**config.mk**
```make
export PLATFORM = sky130hd
export DESIGN_NAME = s2_issue_scheduler
export DESIGN_NICKNAME = d
export VERILOG_FILES = /design/src/rtl/s2_issue_scheduler.sv
export SDC_FILE = /design/constraint.sdc
export NUM_CORES = 1
export LEC_CHECK = 0
export ABC_AREA = 1
export CORE_ASPECT_RATIO = 1.75
export CORE_UTILIZATION = 60
export DETAILED_ROUTE_END_ITERATION = 7
export PLACE_DENSITY = 0.84
export SLEW_MARGIN = 20
export SYNTH_ARGS = -nofsm -noshare
export SYNTH_HDL_FRONTEND = slang
export SYNTH_SLANG_ARGS = --single-unit
```
**constraint.sdc**
```tcl
create_clock -name clk -period 23.7 [get_ports clk]
set_clock_uncertainty 0.2 [all_clocks]
set_input_delay 2.37 -clock clk [delete_from_list [all_inputs] [get_ports clk]]
set_output_delay 2.37 -clock clk [all_outputs]
set_load 0.01 [all_outputs]
```
**src/rtl/s2_issue_scheduler.sv**
```systemverilog
`default_nettype none
// ============================================================================
// Module   : s2_issue_scheduler
// Purpose  : Issue scheduler in front of the stage-2 range/renormalization
//            datapath. Buffers one symbol per cycle from stage 1 and issues
//            either a group of up to three consecutive Boolean symbols or a
//            single CDF symbol with its payload, one issue per cycle.
// Ports    : clk, reset (sync, active-low)
//            in_valid/in_ready/in_bool/in_symbol/in_payload/in_last : stage-1 side
//            out_valid/out_ready, bool_flag_1..3, out_symbol_1..3,
//            out_payload, out_last                                  : stage-2 side
// Options  : S2_SCHED_WAIT_EN - when defined, a partial Boolean group may wait
//            up to MAX_WAIT cycles (GATHER) for more Booleans before issuing.
// Revision : 1.0 - initial release
// ============================================================================
module s2_issue_scheduler #(
  parameter int SYMBOL_WIDTH  = 4,
  parameter int PAYLOAD_WIDTH = 81,
  parameter int DEPTH         = 4,
  parameter int MAX_WAIT      = 4
) (
  input  logic                     clk,
  input  logic                     reset,
  input  logic                     in_valid,
  output logic                     in_ready,
  input  logic                     in_bool,
  input  logic [SYMBOL_WIDTH-1:0]  in_symbol,
  input  logic [PAYLOAD_WIDTH-1:0] in_payload,
  input  logic                     in_last,
  output logic                     out_valid,
  input  logic                     out_ready,
  output logic                     bool_flag_1,
  output logic                     bool_flag_2,
  output logic                     bool_flag_3,
  output logic [SYMBOL_WIDTH-1:0]  out_symbol_1,
  output logic [SYMBOL_WIDTH-1:0]  out_symbol_2,
  output logic [SYMBOL_WIDTH-1:0]  out_symbol_3,
  output logic [PAYLOAD_WIDTH-1:0] out_payload,
  output logic                     out_last
);

  localparam int PTR_W = $clog2(DEPTH);
  localparam int CNT_W = PTR_W + 1;
  localparam logic [CNT_W-1:0] DEPTH_CNT = CNT_W'(DEPTH);

  // The scheduler state is a decode of buffer occupancy plus the wait timer,
  // so a freshly pushed entry is already issuable in the following cycle.
`ifdef S2_SCHED_WAIT_EN
  typedef enum logic [1:0] {S_IDLE = 2'd0, S_READY = 2'd1, S_GATHER = 2'd2} state_t;
  localparam int WAIT_W = $clog2(MAX_WAIT + 1);
  localparam logic [WAIT_W-1:0] WAIT_SAT = WAIT_W'(MAX_WAIT);
  logic [WAIT_W-1:0] wait_cnt_q, wait_cnt_d;
  logic              partial;
`else
  typedef enum logic [1:0] {S_IDLE = 2'd0, S_READY = 2'd1} state_t;
`endif
  state_t state;

  // Circular buffer
  logic [SYMBOL_WIDTH-1:0]  sym_mem_q [DEPTH];
  logic [PAYLOAD_WIDTH-1:0] pay_mem_q [DEPTH];
  logic [DEPTH-1:0]         bool_mem_q, last_mem_q;
  logic [PTR_W-1:0]         wr_ptr_q, wr_ptr_d, rd_ptr_q, rd_ptr_d;
  logic [CNT_W-1:0]         count_q, count_d;

  // Head window (three entries from rd_ptr)
  logic [2:0]              head_bool, head_last, head_avail;
  logic [SYMBOL_WIDTH-1:0] head_sym [3];
  logic [1:0]              grp_len;
  logic                    grp_last, grp_more;
  logic                    push, load;

  // Output register
  logic                     out_valid_q, out_valid_d;
  logic [2:0]               flags_q, flags_d;
  logic [SYMBOL_WIDTH-1:0]  osym1_q, osym1_d, osym2_q, osym2_d, osym3_q, osym3_d;
  logic [PAYLOAD_WIDTH-1:0] opay_q, opay_d;
  logic                     olast_q, olast_d;

  for (genvar gi = 0; gi < 3; gi++) begin : g_head
    logic [PTR_W-1:0] idx;
    assign idx            = rd_ptr_q + PTR_W'(gi);
    assign head_bool[gi]  = bool_mem_q[idx];
    assign head_last[gi]  = last_mem_q[idx];
    assign head_sym[gi]   = sym_mem_q[idx];
    assign head_avail[gi] = (count_q > CNT_W'(gi));
  end

  // Boolean run from the head: stops at a CDF entry, at a last entry, at 3.
  always_comb begin
    grp_len = 2'd0;
    if (head_avail[0]) begin
      grp_len = 2'd1;
      if (head_bool[0] && !head_last[0] && head_avail[1] && head_bool[1]) begin
        grp_len = 2'd2;
        if (!head_last[1] && head_avail[2] && head_bool[2]) begin
          grp_len = 2'd3;
        end
      end
    end
  end

  assign grp_last = (head_avail[0] && head_last[0])
                  | ((grp_len >= 2'd2) && head_last[1])
                  | ((grp_len == 2'd3) && head_last[2]);
  // An entry sits behind the group; the group cannot grow any further.
  assign grp_more = (count_q > CNT_W'(grp_len));

  assign in_ready = (count_q != DEPTH_CNT);
  assign push     = in_valid && in_ready;

`ifdef S2_SCHED_WAIT_EN
  assign partial = head_avail[0] && head_bool[0] && (grp_len != 2'd3)
                   && !grp_more && !grp_last;
`endif

  always_comb begin
    state = S_IDLE;
    if (count_q != '0) state = S_READY;
`ifdef S2_SCHED_WAIT_EN
    // Saturated timer means the partial group has waited long enough.
    if (partial && (wait_cnt_q != WAIT_SAT)) state = S_GATHER;
`endif
  end

  assign load = (state == S_READY) && (!out_valid_q || out_ready);

`ifdef S2_SCHED_WAIT_EN
  always_comb begin
    wait_cnt_d = '0;
    if (partial && !load) begin
      wait_cnt_d = (wait_cnt_q == WAIT_SAT) ? wait_cnt_q : wait_cnt_q + 1'b1;
    end
  end

  always_ff @(posedge clk) begin
    if (!reset) wait_cnt_q <= '0;
    else        wait_cnt_q <= wait_cnt_d;
  end
`endif

  always_comb begin
    wr_ptr_d = wr_ptr_q + PTR_W'(push);
    rd_ptr_d = rd_ptr_q + (load ? PTR_W'(grp_len) : '0);
    count_d  = count_q + CNT_W'(push) - (load ? CNT_W'(grp_len) : '0);
  end

  always_comb begin
    out_valid_d = out_valid_q;
    flags_d     = flags_q;
    osym1_d     = osym1_q;
    osym2_d     = osym2_q;
    osym3_d     = osym3_q;
    opay_d      = opay_q;
    olast_d     = olast_q;
    if (load) begin
      out_valid_d = 1'b1;
      osym1_d     = head_sym[0];
      olast_d     = grp_last;
      if (head_bool[0]) begin
        flags_d = {grp_len == 2'd3, grp_len >= 2'd2, 1'b1};
        osym2_d = (grp_len >= 2'd2) ? head_sym[1] : '0;
        osym3_d = (grp_len == 2'd3) ? head_sym[2] : '0;
        opay_d  = '0;
      end else begin
        flags_d = 3'b000;
        osym2_d = '0;
        osym3_d = '0;
        opay_d  = pay_mem_q[rd_ptr_q];
      end
    end else if (out_ready) begin
      out_valid_d = 1'b0;
    end
  end

  always_ff @(posedge clk) begin
    if (!reset) begin
      wr_ptr_q    <= '0;
      rd_ptr_q    <= '0;
      count_q     <= '0;
      out_valid_q <= 1'b0;
      flags_q     <= '0;
      osym1_q     <= '0;
      osym2_q     <= '0;
      osym3_q     <= '0;
      opay_q      <= '0;
      olast_q     <= 1'b0;
    end else begin
      wr_ptr_q    <= wr_ptr_d;
      rd_ptr_q    <= rd_ptr_d;
      count_q     <= count_d;
      out_valid_q <= out_valid_d;
      flags_q     <= flags_d;
      osym1_q     <= osym1_d;
      osym2_q     <= osym2_d;
      osym3_q     <= osym3_d;
      opay_q      <= opay_d;
      olast_q     <= olast_d;
    end
  end

  // Storage needs no reset: only entries below count are ever read.
  always_ff @(posedge clk) begin
    if (push) begin
      sym_mem_q[wr_ptr_q]  <= in_symbol;
      pay_mem_q[wr_ptr_q]  <= in_payload;
      bool_mem_q[wr_ptr_q] <= in_bool;
      last_mem_q[wr_ptr_q] <= in_last;
    end
  end

  assign out_valid    = out_valid_q;
  assign bool_flag_1  = flags_q[0];
  assign bool_flag_2  = flags_q[1];
  assign bool_flag_3  = flags_q[2];
  assign out_symbol_1 = osym1_q;
  assign out_symbol_2 = osym2_q;
  assign out_symbol_3 = osym3_q;
  assign out_payload  = opay_q;
  assign out_last     = olast_q;

endmodule
`default_nettype wire
```
== After elaboration in Yosys (flattened, before gate mapping) ==
Memory sizes are Yosys's and may differ from the RTL's. A register that Yosys moved wholly into a read port is not among the register bits.
Cells that the tools add are included.

* Register bits after elaboration: 109
* Bits in writable memories: 340
* Output and inout bits: 99
* Logic and storage cells: 84
* Memories: 2

{| class="wikitable"
|+ Memories
! name !! depth !! bits a word !! rd ports !! clocked after memory_dff !! wr ports !! line !! text
|-
| pay_mem_q || 4 || 81 || 1 || 1 || 1 || 61 || <nowiki>logic [PAYLOAD_WIDTH-1:0] pay_mem_q [DEPTH];</nowiki>
|-
| sym_mem_q || 4 || 4 || 3 || 1 || 1 || 60 || <nowiki>logic [SYMBOL_WIDTH-1:0] sym_mem_q [DEPTH];</nowiki>
|}

* Add/sub/neg operators: 6
* $lt $le $gt $ge: 9
* Eq/ne operators: 3
* Multiplexer cells: 33
* Bitwise logic cells: 2
* Reductions and logical operators: 18

{| class="wikitable"
|+ Operator list
! cell !! count
|-
| 2-to-1 mux 81 bit || 1
|-
| 2-to-1 mux 4 bit || 4
|-
| 2-to-1 mux 1 bit || 13
|-
| binary-select mux 1 bit (select 2 bit) || 6
|-
| less-than comparator 2 x 3 -> 1 bit, second input constant || 4
|-
| logical AND 1 bit || 11
|-
| 2-to-1 mux 2 bit || 5
|-
| bitwise mux 4 bit || 2
|-
| greater-than comparator 3 x 1 -> 1 bit, second input constant || 2
|-
| zero test 1 bit || 4
|-
| adder 3 x 1 -> 3 bit || 1
|-
| greater-than comparator 3 x 2 -> 1 bit, second input constant || 1
|-
| 2-to-1 mux 3 bit || 1
|-
| != test 3 bit, second input constant || 1
|-
| nonzero test 3 bit || 1
|-
| subtractor 3 x 2 -> 3 bit || 1
|-
| adder 2 x 1 -> 2 bit || 1
|-
| adder 2 x 1 -> 2 bit, second input constant || 1
|-
| adder 2 bit || 1
|-
| adder 2 bit, second input constant || 1
|-
| demux 1 bit (select 2 bit) || 1
|-
| equality test 2 x 1 -> 1 bit, second input constant || 1
|-
| equality test 2 bit, second input constant || 1
|-
| greater-or-equal comparator 2 x 1 -> 1 bit, second input constant || 1
|-
| other kinds (4) || 5
|}

== Depth between registers and ports, before layout ==
Gate-level depths: netlist of run 1.

* Word-level depth: 13
* Depth in mapped cells: 17

== Least setup slack after synthesis of run 1 ==
OpenSTA, ideal clock, no wires.

* Path type: in2reg
* Start: input in_valid
* End: register bool_mem_q[0], enable pin
* Library setup time: 0.640 ns
* Arrival: 8.400 ns
* Required time: 22.860 ns
* Setup slack: 14.460 ns
* Cell stages on the path: 2
* Cells stage by stage: nand2_1 -> nor3_1

* Word-level cells in the longest chain between the ends: 1

{| class="wikitable"
|+ Ends and longest elaborated chain
! item !! line !! text
|-
| from (decl) || 24 || <nowiki>input logic in_valid,</nowiki>
|-
| logical AND 1 bit || 110 || <nowiki>assign push = in_valid && in_ready;</nowiki>
|-
| to (signal, indexed assignment) || 207 || <nowiki>bool_mem_q[wr_ptr_q] <= in_bool;</nowiki>
|-
| to (decl) || 62 || <nowiki>logic [DEPTH-1:0] bool_mem_q, last_mem_q;</nowiki>
|}

Every way passes these cells.
A chain may end at the register's enable or synchronous reset.

== Final worst setup path of run 1 ==
* Start: input out_ready
* End: register opay_q[32] (netlist: out_payload[32])

* Word-level cells in the longest chain between the ends: 2

{| class="wikitable"
|+ Ends and longest elaborated chain
! item !! line !! text
|-
| from (decl) || 31 || <nowiki>input logic out_ready,</nowiki>
|-
| logical OR 1 bit || 126 || <nowiki>assign load = (state == S_READY) && (!out_valid_q || out_ready);</nowiki>
|-
| logical AND 1 bit || 126 ||
|-
| to (signal assigned) || 197 || <nowiki>opay_q <= opay_d;</nowiki>
|-
| to (decl) || 77 || <nowiki>logic [PAYLOAD_WIDTH-1:0] opay_q, opay_d;</nowiki>
|}

Every way passes these cells.

==> results of run 1 <==
## stage by stage
stage	util [%]	hold WS [ns]
global placement	69.38	0.2520
floorplan	-	0.2544
CTS	73.91	0.2650
finish	73.91	0.2619
global route	73.91	0.2848
detailed placement	69.38	0.2552
## worst min path at each step
| stage | startpoint | end | slack [ns] | cells past startpoint |
|---|---|---|---|---|
| 6_report | out_payload[71]$_SDFFE_PN0P_ | out_payload[71]$_SDFFE_PN0P_ | 0.26 | 2 |
| 5_1_grt | out_payload[68]$_SDFFE_PN0P_ | out_payload[68]$_SDFFE_PN0P_ | 0.28 | 2 |
| 4_1_cts | out_payload[71]$_SDFFE_PN0P_ | out_payload[71]$_SDFFE_PN0P_ | 0.26 | 2 |
| 3_5_place_dp | out_payload[71]$_SDFFE_PN0P_ | out_payload[71]$_SDFFE_PN0P_ | 0.26 | 2 |
| 3_3_place_gp | out_payload[65]$_SDFFE_PN0P_ | out_payload[65]$_SDFFE_PN0P_ | 0.25 | 2 |
| 2_1_floorplan | count_q[2]$_SDFF_PN0_ | count_q[2]$_SDFF_PN0_ | 0.25 | 1 |
## where the power goes
| part | switching (mW) | internal, mW |
|---|---|---|
| registers | 0.0666 | 0.998 |
| clock network | 0.270 | 0.349 |
| logic | 0.532 | 0.291 |
## state kept, by name, indices dropped and copies added (netlist names)
register / count
out_last: 1
count_q: 3
out_symbol_2: 4
out_symbol_1: 4
sym_mem_q: 16
bool_mem_q: 4
last_mem_q: 4
out_valid: 1
flags_q: 3
wr_ptr_q: 2
out_symbol_3: 4
out_payload: 81
pay_mem_q: 324
rd_ptr_q: 2
## kinds of logic after synthesis
family	after synthesis
and+or+nand+nor	459
AOI/OAI and AO/OA	367
buffers and inverters	112
adders and majority gates	4
DFF	453
xor gates and xnor gates	3
## cells in the mapped netlist, drive strengths merged, types with 2 or more instances
cell type	n
edfxtp	348
nand2	252
nor2	182
o21ai	177
dfxtp	105
a21oi	104
o22ai	83
clkbuf	54
buf	35
inv	23
nand3	17
nor3	5
ha	3
or2	3
xor2	2
## worst max-delay path, cell delays in order
cell and delay, ns:
clkdlybuf4s50_1 0.46, inv_1 0.04, nand2_1 0.14, o21ai_4 0.32
buf_4 0.51, nor2_4 0.35, buf_4 0.80, nand2_1 0.16
a21oi_1 0.18
## per-layer routing
metal	vias up	track usage, %
li1	5283	-
met1	5620	32.21
met2	571	49.90
met3	99	4.060
met4	4	13.32
met5	-	0
## cell type report
type	instances	area (µm²)	area share [%]
Tap cell	369	461.7	2.278
Clock buffer	61	1161	5.728
Clock inverter	10	81.33	0.4012
Multi-Input combinational cell	833	3896	19.22
Sequential cell	453	12560	61.96
Timing Repair Buffer	206	2019	9.963
Inverter	23	90.09	0.4444
==> impl_metrics.py, run 1 <==
metrics = {
    "outcome": {
        "outcome": "completed",
    },
    "timing": {
        "maxSlewViolCount": 0,
        "fmax_mhz": 194.5,
        "hold_violations": 0,
        "maxSlewHeadroom_pct": 24.97,
        "worst_slew_pin_slew_ns": 1.125,
        "fin_crit_ns": 5.141,
        "setup_violations": 0,
        "min_period_over_period_pct": 21.69,
        "fin_tns_setup_ns": 0,
        "rsz0062_at_grt": "false",
        "setup_slack_ns": 18.56,
    },
    "route": {
        "wl_per_cell_um": 20.28,
        "drt-total-wl_mm": 39.64,
        "route.vias.total": 11580,
        "dr_wl_met2_mm": 21.36,
        "via_per_inst": 5.922,
        "drc_errors": 0,
        "ant_nets": 0,
        "wl_met1_mm": 13.85,
        "first_pass_iters": 5,
        "highest_layer": "met5",
        "detailroute.wirelength.met3_mm": 2.915,
        "drt_iter0_drc": 1130,
    },
    "synthesis": {
        "synth-seq-cells": 453,
        "yosysSeqAreaShare_pct": 74.31,
        "synth_fa_ha_area_share_pct": 0.3407,
        "async_flop_share_pct": 0,
        "synthesis.area_um2": 16890,
        "syn-num-nets": 1493,
        "yosys.area_share.simple_pct": 10.81,
        "synth_top_family_by_area": "compound AO/OA/AOI/OAI gates",
        "synth_xor_area_share_pct": 0.1555,
        "synth_cells": 1398,
        "muxShareOfSynthArea_pct": 0,
        "synth_edf_count": 348,
        "synth_area_per_cell_um2": 12.08,
        "synth_warnings": 0,
        "yosysTopAreaCell": "edfxtp_1",
        "synth.distinct_cells": 32,
        "synth-compound-area-share_pct": 11.56,
        "synthTopCellsByArea": "edfxtp_1, dfxtp_1, nand2_1, o21ai_0, nor2_1",
        "synth_ff_type": "edfxtp_1",
        "synth_top_area_share_pct": 61.86,
    },
    "layout": {
        "most-common-layout-cells": "edfxtp_1, nand2_1, clkdlybuf4s50_1",
        "drive_gt1_share_pct": 6.494,
        "nFillCells": 1776,
        "syn2layout_area_growth_pct": 19.99,
        "fin_cells": 1955,
        "layout_commonest_cell": "edfxtp_1",
        "nNetsFinal": 1651,
        "design_area_um2": 20270,
        "antenna_cells": 0,
    },
    "critical_path": {
        "r2r_slack_ns": 19.40,
        "critPathLaunch": "out_ready",
        "cp_max_fo": 72,
        "endpoint": "out_payload[32]$_SDFFE_PN0P_",
        "r2r_start": "rd_ptr_q[1]$_SDFF_PN0_",
        "worstReg2RegEnd": "count_q[2]$_SDFF_PN0_",
        "worstPathArrival_ns": 5.39,
        "r2r_cells": 17,
        "startpoint_type": "input pin",
        "cp-end-kind": "flip-flop",
        "worstSetupPathType": "in -> reg",
        "crit_required_ns": 23.94,
    },
    "global_route": {
        "grt_pass1_wl_mm": 60.17,
        "track_usage_pct": 27.79,
        "grt_max_degree": 113,
        "grt_overflow": 0,
        "first_global_vias": 11550,
        "antenna_found_initial": 2,
    },
    "clocking": {
        "holdBufCountCts": 0,
        "post_cts_buffers": 0,
        "root_buffer": "clkbuf_16",
        "worstSkewPairLatency_ns": 0.54,
        "cts_tree": "done",
        "cts.repair.resized": 0,
        "cts.sinks": 453,
        "htreeDepth": 2,
        "cts_made_buffers": 39,
        "clk_path_buf_depth": 3,
        "clkTransAtPathRegs_ns": 0.06,
    },
    "pwr": {
        "total_power_mw": 2.506,
        "peakVddDrop_mv": 0.07537,
        "leakagePower_nw": 6.870,
        "p_per_area_nw_per_um2": 123.7,
    },
    "die": {
        "rows": 80,
        "die_area_um2": 28860,
        "die_w_um": 128.8,
        "floorplan.initialDensity_pct": 61.59,
        "pin_count": 190,
        "die_y_um": 224.0,
        "core-area_um2": 27430,
    },
    "place": {
        "port_buffers": 189,
        "hpwlAfterDp_mm": 21.94,
        "post_dp_cell_area_um2": 19030,
        "dp.cells": 1884,
        "gp_congestion": 0.8009,
        "place_ws_ns": 18.03,
    },
    "hold_path": {
        "hp-class": "reg -> reg",
    },
    "run": {
        "maxCapViolCount": 0,
    },
}
Note: power is estimated with default switching activity, not from simulation.
==> run 2, diff against run 1 <==
--- a/config.mk
+++ b/config.mk
@@ -7,9 +7,9 @@
 export LEC_CHECK = 0
 export ABC_AREA = 1
 export CORE_ASPECT_RATIO = 1.75
-export CORE_UTILIZATION = 60
+export CORE_UTILIZATION = 50
 export DETAILED_ROUTE_END_ITERATION = 7
-export PLACE_DENSITY = 0.84
+export PLACE_DENSITY = 0.75
 export SLEW_MARGIN = 20
 export SYNTH_ARGS = -nofsm -noshare
 export SYNTH_HDL_FRONTEND = slang
==> constraint.sdc (replaced) <==
create_clock -name clk -period 4.5 [get_ports clk]
set_clock_uncertainty 0.2 [all_clocks]
set_input_delay 0.45 -clock clk [delete_from_list [all_inputs] [get_ports clk]]
set_output_delay 0.45 -clock clk [all_outputs]
set_load 0.01 [all_outputs]
==> run 2 against run 1 <==
Against the previous run: flip-flop and latch count stayed put; critical path depth is 6 higher; die area is 20% higher; clock-buffer cell count is 9 lower; design area is 1.5% higher; final cell count is 4.6% higher; non-clock buffer count is 3 higher.
==> impl_metrics.py, run 2 (synthesized netlist as in run 1, its figures left out) <==
metrics = {
    "layout": {
        "seqCellArea_um2": 12560,
        "largest_register_ffs": 324,
        "multi_input_comb_area_um2": 3921,
        "layout_commonest_cell": "edfxtp_1",
        "most-common-layout-cells": "edfxtp_1, nand2_1, clkdlybuf4s50_1",
        "syn2layout_area_growth_pct": 21.83,
        "nFillCells": 2492,
        "drive_gt1_share_pct": 7.116,
        "top_register": "pay_mem_q",
        "nNetsFinal": 1653,
    },
    "route": {
        "first_pass_iters": 5,
        "drc_errors": 0,
        "drt_iter0_drc": 788,
        "route.vias.total": 11260,
        "via_per_inst": 5.510,
        "drt-total-wl_mm": 39.27,
        "ant_nets": 0,
        "wl_per_cell_um": 19.21,
    },
    "clocking": {
        "worstSkewPairLatency_ns": 0.55,
        "clkTransAtPathRegs_ns": 0.07,
        "cts_tree": "done",
        "post_cts_buffers": 0,
        "cts_made_buffers": 38,
        "root_buffer": "clkbuf_16",
        "clk_path_buf_depth": 3,
        "cts.repair.resized": 0,
        "htreeDepth": 2,
        "cts.sinks": 453,
        "holdBufCountCts": 0,
    },
    "die": {
        "core-area_um2": 33140,
        "die_area_um2": 34550,
        "floorplan.initialDensity_pct": 50.97,
        "die_y_um": 245.2,
        "die_w_um": 140.9,
        "rows": 88,
        "pin_count": 190,
    },
    "pwr": {
        "p_sw_mw": 4.539,
        "peakVddDrop_mv": 0.4016,
        "p_int_mw": 8.905,
        "swShare_pct": 33.76,
        "p_seq_share_pct": 42.3,
        "leakagePower_nw": 6.958,
        "p_comb_share_pct": 31.6,
        "p_clk_share_pct": 26.2,
        "p_per_area_nw_per_um2": 653.3,
    },
    "global_route": {
        "grt_overflow": 0,
        "track_usage_pct": 23.19,
        "antenna_found_initial": 8,
        "first_global_vias": 11290,
        "grt_pass1_wl_mm": 60.57,
        "grt_max_degree": 88,
    },
    "hold_path": {
        "hp-class": "reg -> reg",
    },
    "timing": {
        "maxSlewViolCount": 0,
        "min_period_over_period_pct": 76.84,
        "worst_slew_pin_slew_ns": 1.057,
        "maxSlewHeadroom_pct": 29.53,
        "whs_ns": 0.2644,
        "hold_violations": 0,
        "fin_crit_ns": 3.458,
        "fmax_mhz": 289.2,
        "setup_violations": 0,
        "rsz0062_at_grt": "false",
        "fin_tns_setup_ns": 0,
    },
    "critical_path": {
        "critPathLaunch": "rd_ptr_q[1]$_SDFF_PN0_",
        "worstPathArrival_ns": 3.72,
        "r2r_start": "rd_ptr_q[1]$_SDFF_PN0_",
        "worstSetupPathType": "reg -> reg",
        "cp_max_fo": 50,
        "startpoint_type": "flip-flop",
        "r2r_slack_ns": 1.04,
        "cp-end-kind": "flip-flop",
        "r2r_cells": 15,
        "crit_required_ns": 4.76,
        "endpoint": "count_q[2]$_SDFF_PN0_",
        "worstReg2RegEnd": "count_q[2]$_SDFF_PN0_",
    },
    "place": {
        "gp_congestion": 0.8428,
        "hpwlAfterDp_mm": 23.36,
        "port_buffers": 189,
    },
    "run": {
        "maxCapViolCount": 0,
    },
    "outcome": {
        "outcome": "completed",
    },
}
-- run 2: how the worst min path moves through the flow --
stage                                 start                           end  slack (ns)  cells after the start
2_1_floorplan         count_q[2]$_SDFF_PN0_         count_q[2]$_SDFF_PN0_        0.25                      1
3_3_place_gp   out_symbol_2[0]$_SDFFE_PN0P_  out_symbol_2[0]$_SDFFE_PN0P_        0.25                      2
3_5_place_dp   out_payload[69]$_SDFFE_PN0P_  out_payload[69]$_SDFFE_PN0P_        0.26                      2
4_1_cts        out_payload[69]$_SDFFE_PN0P_  out_payload[69]$_SDFFE_PN0P_        0.27                      2
5_1_grt        out_payload[74]$_SDFFE_PN0P_  out_payload[74]$_SDFFE_PN0P_        0.28                      2
6_report       out_payload[69]$_SDFFE_PN0P_  out_payload[69]$_SDFFE_PN0P_        0.26                      2
-- run 2: cell type report --
class	count	area share [%]
diodes	6	0.07296
multi-input cells	833	19.05
flip-flops and latches	453	61.03
clock buffers	52	5.581
well taps	450	2.736
clock inverters	18	1.088
repair buffers	209	9.983
inverters	23	0.4560
-- run 2: worst max-delay path: stages (launching register included) --
cell and delay (ns):
dfxtp_4 0.50, clkinv_2 0.16, buf_4 0.48, nand2_1 0.11, nand2_1 0.15, nand2_1 0.12, nor2_4 0.16, nand2_1 0.10
nand2_2 0.12, xor2_1 0.17, ha_1 0.20, inv_1 0.07, fa_1 0.38, xor2_1 0.19, o21ai_0 0.10, a21oi_1 0.14
-- run 2: metal layers --
layer | track usage [%] | vias to the layer above | wire (µm)
li1 | - | 5299 | -
met1 | 26.44 | 5475 | 14550
met2 | 41.24 | 380 | 20730
met3 | 3.375 | 104 | 2029
met4 | 13.52 | 4 | 1936
met5 | 0 | - | 26
-- run 2: power by group through the flow --
stage                     Sequential (mW)  Clock (mW)  Combinational (mW)
after global placement               5.74           0                4.14
final                                5.68        3.52                4.24
after detailed placement             5.76           0                4.26
after global routing                 5.75        3.74                4.67
after floorplan                      5.76           0                2.53
after CTS                            5.68        3.57                4.29
-- run 2: through the flow --
step | cells | setup slack [ns] | instance area (µm²) | util [%] | power, mW
2_1_floorplan | 1398 | -0.3185 | 16910 | - | 8.294
3_3_place_gp | 1968 | 1.223 | 19190 | 57.91 | 9.885
3_5_place_dp | 1968 | 1.144 | 19190 | 57.91 | 10.02
4_1_cts | 2038 | 1.053 | 20560 | 62.05 | 13.54
5_1_grt | 2043 | 0.8232 | 20580 | 62.09 | 14.16
6_report | 2044 | 1.042 | 20580 | 62.10 | 13.44
==> run 3, diff against run 2 <==
==> constraint.sdc (replaced) <==
create_clock -name clk -period 3.01 [get_ports clk]
set_clock_uncertainty 0.2 [all_clocks]
set_input_delay 0.301 -clock clk [delete_from_list [all_inputs] [get_ports clk]]
set_output_delay 0.301 -clock clk [all_outputs]
set_load 0.01 [all_outputs]
==> run 3 against run 2 <==
Against the previous run: combinational power is 58% higher; hold slack worse by 0.071 ns; design area is 1.3% higher; critical path depth is 1 higher; utilization is 0.78 points higher; worst setup slack worse by 0.80 ns; routed wire length is 2.2% higher; global-route usage is 0.31 points higher; first-iteration DRC count is 4.1% lower; critical path type unchanged; largest cell class unchanged.
==> impl_metrics.py, run 3 (synthesized netlist as in run 1, its figures left out) <==
metrics = {
    "pwr": {
        "p_comb_share_pct": 32.9,
        "total_power_mw": 20.35,
        "leakagePower_nw": 7.065,
        "swShare_pct": 33.83,
        "p_seq_share_pct": 41.0,
        "p_clk_share_pct": 26.1,
        "p_int_mw": 13.46,
        "peakVddDrop_mv": 0.7990,
        "p_sw_mw": 6.885,
        "p_per_area_nw_per_um2": 976.5,
    },
    "hold_path": {
        "hp-class": "in -> reg",
    },
    "outcome": {
        "outcome": "completed",
    },
    "clocking": {
        "post_cts_buffers": 0,
        "root_buffer": "clkbuf_16",
        "clk_path_buf_depth": 3,
        "worstSkewPairLatency_ns": 0.53,
        "cts_made_buffers": 39,
        "clkTransAtPathRegs_ns": 0.07,
        "holdBufCountCts": 0,
        "cts.sinks": 453,
        "cts_tree": "done",
        "htreeDepth": 2,
        "cts.repair.resized": 0,
    },
    "route": {
        "first_pass_iters": 5,
        "via_per_inst": 5.563,
        "route.vias.total": 11430,
        "ant_nets": 0,
        "drt_iter0_drc": 756,
        "wl_per_cell_um": 19.55,
        "drt-total-wl_mm": 40.15,
        "drc_errors": 0,
    },
    "timing": {
        "setup_slack_ns": 0.2467,
        "hold_violations": 0,
        "setup_violations": 0,
        "fin_crit_ns": 2.763,
        "maxSlewHeadroom_pct": 47.76,
        "maxSlewViolCount": 0,
        "min_period_over_period_pct": 91.80,
        "rsz0062_at_grt": "false",
        "fmax_mhz": 361.9,
        "worst_slew_pin_slew_ns": 0.7836,
    },
    "layout": {
        "drive_gt1_share_pct": 8.318,
        "nNetsFinal": 1664,
        "layout_commonest_cell": "edfxtp_1",
        "largest_register_ffs": 324,
        "top_register": "pay_mem_q",
        "most-common-layout-cells": "edfxtp_1, nand2_1, clkdlybuf4s50_1",
        "syn2layout_area_growth_pct": 23.36,
    },
    "global_route": {
        "grt_max_degree": 146,
        "track_usage_pct": 23.50,
        "grt_pass1_wl_mm": 61.44,
        "antenna_found_initial": 5,
        "first_global_vias": 11520,
        "grt_overflow": 0,
    },
    "critical_path": {
        "cp_common_cell": "nand2_1",
        "cp-end-kind": "flip-flop",
        "crit_chain": "inv_6 -> nand2_1 -> nand2_1 -> nand2_1 -> nand2_1 -> nand2_1 -> nor2_4 -> nand2_1 -> nand2_2 -> xor2_1 -> ha_1 -> inv_1 -> fa_1 -> xor2_1 -> o21ai_0 -> a21oi_1",
        "startpoint_type": "flip-flop",
        "slowest_stage": "dfxtp_4",
        "crit_buf_inv": 2,
        "worstSetupPathType": "reg -> reg",
        "max_stage_delay_ns": 0.39,
        "cp_top_family": "simple AND/OR/NAND/NOR gates",
        "cp_max_fo": 12,
        "crit_required_ns": 3.22,
        "worstPathArrival_ns": 2.98,
    },
    "place": {
        "gp_congestion": 0.8541,
        "place_ws_ns": 0.1834,
        "port_buffers": 189,
        "hpwlAfterDp_mm": 23.23,
    },
    "die": {
        "rows": 88,
        "die_w_um": 140.9,
        "pin_count": 190,
        "die_area_um2": 34550,
        "core-area_um2": 33140,
        "floorplan.initialDensity_pct": 50.97,
        "die_y_um": 245.2,
    },
    "run": {
        "maxCapViolCount": 0,
    },
}
-- run 3: area by class of cell --
class / instances / area (µm²)
well taps: 450 / 563.0
inverters: 23 / 93.84
clock inverters: 19 / 231.5
repair buffers: 219 / 2267
clock buffers: 52 / 1157
fillers: 2528 / 12300
flip-flops and latches: 453 / 12560
multi-input cells: 833 / 3950
diodes: 5 / 12.51
-- run 3: per-layer routing --
layer  track usage [%]  vias to the layer above  routed length [µm]
li1                  -                     5313                   -
met2             43.59                      390               21610
met1             25.44                     5628               14670
met4             13.08                        0                1676
met5                 0                        -                   0
met3             3.375                       95                2190
-- run 3: per-stage QoR --
step | TNS (ns) | utilization, % | cells | cell area (µm²) | hold slack, ns
final | 0 | 62.88 | 2054 | 20840 | 0.1936
after global routing | 0 | 62.88 | 2054 | 20840 | 0.1853
after CTS | 0 | 62.84 | 2049 | 20830 | 0.1690
after detailed placement | 0 | 58.65 | 1978 | 19440 | 0.2549
after global placement | 0 | 58.65 | 1978 | 19440 | 0.2520
after floorplan | -107.18 | - | 1398 | 16970 | 0.1999
-- run 3: path summary, 6_finish.rpt --
| path | startpoint | end | slack [ns] | cells after the start |
|---|---|---|---|---|
| worst max-delay path | rd_ptr_q[0]$_SDFF_PN0_ | count_q[2]$_SDFF_PN0_ | 0.25 | 16 |
| worst min-delay path | in_payload[77] | pay_mem_q[1][77]$_DFFE_PP_ | 0.19 | 1 |
| worst max register to register | rd_ptr_q[0]$_SDFF_PN0_ | count_q[2]$_SDFF_PN0_ | 0.25 | 16 |
| worst min register to register | out_payload[67]$_SDFFE_PN0P_ | out_payload[67]$_SDFFE_PN0P_ | 0.26 | 2 |
-- run 3: power by group through the flow --
stage                     Clock, mW  Sequential, mW  Combinational, mW
final                          5.31            8.34               6.70
after CTS                      5.39            8.35               6.74
after global routing           5.60            8.43               7.37
after global placement            0            8.44               6.52
after detailed placement          0            8.47               6.70
after floorplan                   0            8.60               3.82
